`config.mk`:
```
export PLATFORM = sky130hd
export DESIGN_NAME = btn_event_arbiter
export DESIGN_NICKNAME = d
export VERILOG_FILES = /design/src/rtl/btn_event_arbiter.sv
export SDC_FILE = /design/constraint.sdc
export NUM_CORES = 1
export LEC_CHECK = 0
export CAP_MARGIN = 20
export CORE_UTILIZATION = 40
export DETAILED_ROUTE_END_ITERATION = 8
export MAX_ROUTING_LAYER = met4
export PLACE_DENSITY = 0.7
export SYNTH_ARGS = -nofsm -noshare
export SYNTH_HDL_FRONTEND = slang
export SYNTH_SLANG_ARGS = --single-unit
```
`constraint.sdc`:
```
create_clock -name clk -period 1.5 [get_ports clk]
set_input_delay 0.45 -clock clk [delete_from_list [all_inputs] [get_ports clk]]
set_output_delay 0.45 -clock clk [all_outputs]
set_load 0.1 [all_outputs]
```
`src/rtl/btn_event_arbiter.sv`:
```
// Latches button rising edges per input and serialises them round-robin onto one valid/ready event stream.
// Two cycles from edge to evt_valid; evt_valid/evt_id hold while evt_ready is low, then one event per cycle.
module btn_event_arbiter #(
  parameter int N_INPUTS = 4,
  parameter int ID_W     = 2
) (
  input  logic                clk,
  input  logic                rst_n,
  input  logic [N_INPUTS-1:0] btn_in,
  input  logic [N_INPUTS-1:0] enable_mask,
  output logic                evt_valid,
  input  logic                evt_ready,
  output logic [ID_W-1:0]     evt_id,
  output logic [N_INPUTS-1:0] overrun,
  input  logic                overrun_clr
);

  typedef enum logic {IDLE, HOLD} state_t;

  state_t              state;
  logic [N_INPUTS-1:0] prev;
  logic [N_INPUTS-1:0] pending;
  logic [ID_W-1:0]     rr_ptr;

  logic [N_INPUTS-1:0] edge_det;
  logic [N_INPUTS-1:0] eligible;
  logic [N_INPUTS-1:0] grant_oh;
  logic [N_INPUTS-1:0] ovr_set;
  logic [ID_W-1:0]     grant_idx;
  logic [ID_W-1:0]     hi_idx;
  logic [ID_W-1:0]     lo_idx;
  logic [ID_W-1:0]     next_rr;
  logic                hi_hit;
  logic                do_grant;

  assign edge_det = btn_in & ~prev;
  // A pending bit whose mask has dropped is no longer a grant candidate.
  assign eligible = pending & enable_mask;

  // Descending scan: the last hit is the lowest index, both at/above rr_ptr and overall.
  always_comb begin
    hi_hit = 1'b0;
    hi_idx = '0;
    lo_idx = '0;
    for (int i = N_INPUTS - 1; i >= 0; i--) begin
      if (eligible[i]) begin
        lo_idx = ID_W'(i);
        if (i >= int'(rr_ptr)) begin
          hi_hit = 1'b1;
          hi_idx = ID_W'(i);
        end
      end
    end
  end

  assign grant_idx = hi_hit ? hi_idx : lo_idx;
  assign do_grant  = (|eligible) && (!evt_valid || evt_ready);
  assign next_rr   = (grant_idx == ID_W'(N_INPUTS - 1)) ? '0 : grant_idx + 1'b1;

  always_comb begin
    grant_oh = '0;
    for (int i = 0; i < N_INPUTS; i++) begin
      grant_oh[i] = do_grant && (grant_idx == ID_W'(i));
    end
  end

  assign ovr_set = edge_det & enable_mask & pending & ~grant_oh;

  always_ff @(posedge clk or negedge rst_n) begin
    if (!rst_n) begin
      state     <= IDLE;
      prev      <= '0;
      pending   <= '0;
      rr_ptr    <= '0;
      overrun   <= '0;
      evt_valid <= 1'b0;
      evt_id    <= '0;
    end else begin
      prev    <= btn_in;
      pending <= enable_mask & ((pending & ~grant_oh) | edge_det);
      overrun <= (overrun & ~{N_INPUTS{overrun_clr}}) | ovr_set;
      case (state)
        IDLE: begin
          if (do_grant) begin
            state     <= HOLD;
            evt_valid <= 1'b1;
            evt_id    <= grant_idx;
            rr_ptr    <= next_rr;
          end
        end
        HOLD: begin
          if (evt_ready) begin
            if (do_grant) begin
              evt_id <= grant_idx;
              rr_ptr <= next_rr;
            end else begin
              state     <= IDLE;
              evt_valid <= 1'b0;
            end
          end
        end
        default: begin
          state     <= IDLE;
          evt_valid <= 1'b0;
        end
      endcase
    end
  end

endmodule

```
==> impl_metrics.toml <==
[routing]
drc = 0
drt_first_pass_iters = 5
first_iter_violations = 7
ant_nets = 0
vias_per_cell = 5.12
wl_per_cell_um = 14.8
drt-total-wl_um = 2110
dr_total_vias = 732

[clock_tree]
clk_pin_slew_worst_paths_ns = 0.11
cts_hold_buf = 0
cts_tree = "yes"
cts.path.max_buffers = 2
cts_buffers = 3
clk_latency_ns = 0.29
clock-sinks = 18
root_buffer = "clkbuf_4"
cts-htree-levels = 1

[critical_path]
path_cells = "buf_4, o31ai_2, nor3_4, inv_4, ha_2, nand2_2, a21oi_1, nor2b_1"
cp_max_fo = 5
slowest_stage = "dfrtp_2"
critPathArrivalTime_ns = 1.89
critPathLaunchType = "register"
cp-end-kind = "register"
reg2reg_depth = 8
worstSetupPathType = "reg2reg"
worst_path_largest_cell_delay_ns = 0.46
critical_path_required_ns = 1.69

[yosys]
syn_area_per_cell_um2 = 11.1
synthArstFlopShare_pct = 100
synth_top_area_cell = "dfrtp_1"
synth_cell_types = 27
yosys_register_bits = 18
synth_nets = 92
syn_area_um2 = 843
ys_warn_count = 0
synth_cells = 76
synth_top_area_share_pct = 53.4
synth_seq_area_share_pct = 53.4
synth_common_cells = "dfrtp_1 (18), nand2_1 (8), inv_1 (6), nor2b_1 (6), a21oi_1 (5)"
synth_flop_cell = "dfrtp_1"
synth_edf_count = 0
yosysMostFrequentCell = "dfrtp_1"
synth_area_leaders = "dfrtp_1 (53%), ha_1 (5.9%), nor2b_1 (4.5%)"

[global_route]
track_usage_pct = 20.5
grt_pass1_vias = 692
grt_pass1_wl_um = 3080
grt_antenna_before_repair = 0
grt_overflow = 0
grt_max_degree = 19

[finish]
n_antenna_cell = 0
final_core_util_pct = 71.2
nets = 133
syn_to_final_growth_pct = 65.7
drive_gt1_share_pct = 47.4
final_cell_count_no_fill = 143
fillers = 137
fin_area_mm2 = 0.00140

[sta]
final-hold-violation-count = 0
rsz0062_at_grt = "yes"
max_freq_ghz = 0.587
setup_ws_ns = -0.205
worst_pin_slew_ns = 0.333
post-route-period-util_pct = 114
hold_slack_ns = 0.470
slew_headroom_pct = 77.7
setup_viol_count_final = 12
post-route-min-period_ns = 1.70
drv_slew = 0
finClkSkew_ns = 0.000443
fin_setup_tns_ns = -1.60

[floorplanning]
die_w_um = 47.9
die_y_um = 47.9
initial_utilization_pct = 43.0
ioPinCount = 19
core_mm2 = 0.00196
rows = 16
design.die.area_mm2 = 0.00230

[run_status]
status = "complete, but fails checks"
violations = "negative setup slack"

[placed_design]
dp_slack_ns = -0.705
dp.cells = 131
hpwl_um = 1330
gp_congestion = 0.798
dpl_cell_area_mm2 = 0.00122
portBuffers = 18

[power_and_ir_drop]
power_per_cell_area_mw_per_mm2 = 1320
vdd_drop_max_mv = 1.22
total_power_mw = 1.84
p_leak_nw = 0.626

[job]
max-cap-violations = 0

[hold_path]
min_path_type = "in2async"
==> cell type report <==
type | count | area [um^2] | area share [%]
inverter | 7 | 28.8 | 2.06
timing repair buffer | 36 | 397 | 28.4
sequential | 18 | 453 | 32.4
clock buffer | 4 | 36.3 | 2.60
tap | 27 | 33.8 | 2.42
multi-input combinational | 51 | 449 | 32.1
==> logic make-up after synthesis <==
group,synth area share [%]
simple gates,17.1
compound gates,14.7
flops,53.4
buf+inv,3.12
mux,5.79
fa+ha+maj,5.93
==> cell usage in the layout, fill, tap and decap left out, types with 2 or more instances in the layout <==
master           count
buf_4               14
and2_4               2
a21oi_1              3
nor3_4               2
nand2_1              4
a32o_1               3
nand2_2              4
inv_1                6
clkbuf_4             3
dlygate4sd2_1        3
dfrtp_2              2
buf_12               7
a21oi_2              2
nor2b_1              6
ha_2                 2
dfrtp_1             16
nand4_1              2
o21ai_0              2
mux2_4               3
buf_6                4
clkdlybuf4s50_1      7
==> power by group <==
part           switching, mW  leakage [nW]  internal (mW)
combinational          0.469         0.380          0.411
clock                  0.158        0.0210          0.148
sequential            0.0906         0.225          0.568
==> path summary, 6_finish.rpt <==
check	from	to	slack, ns
setup / recovery	rr_ptr[1]$_DFFE_PN0P_	pending[2]$_DFF_PN0_	-0.20
hold / removal	rst_n	prev[0]$_DFF_PN0_	0.47
setup reg to reg	rr_ptr[1]$_DFFE_PN0P_	pending[2]$_DFF_PN0_	-0.20
hold reg to reg	state$_DFF_PN0_	evt_valid$_DFFE_PN0P_	0.49
max in group asynchronous	rst_n	rr_ptr[1]$_DFFE_PN0P_	0.81
min in group clk	state$_DFF_PN0_	evt_valid$_DFFE_PN0P_	0.49
==> timing repair <==
action	4_1_cts	5_1_grt
buffers inserted	3	6
gates resized for setup	23	5
gates cloned	0	0
setup endpoints to repair	12	12
pin swaps	9	4
==> flip-flops by register name, indices dropped and copies added (netlist names) <==
name	count
overrun	4
pending	4
prev	4
evt_id	2
rr_ptr	2
evt_valid	1
state	1
==> worst max-delay path, delay by kind of cell (launching register included) <==
family | cells | cell delay (ns)
AOI/OAI and AO/OA | 2 | 0.48
buffers and inverters | 2 | 0.24
and+or+nand+nor | 3 | 0.25
DFF | 1 | 0.46
adders and majority gates | 1 | 0.17
==> per-layer routing <==
layer  track usage (%)  vias to the layer above  share of wire (%)
li1                  -                      347                  -
met1              25.4                      363                 45
met2              31.6                       18                 50
met3              4.91                        4                4.4
met4              9.44                        0               0.66
met5                 -                        -                  0
Power figures use the tool's default switching activity.
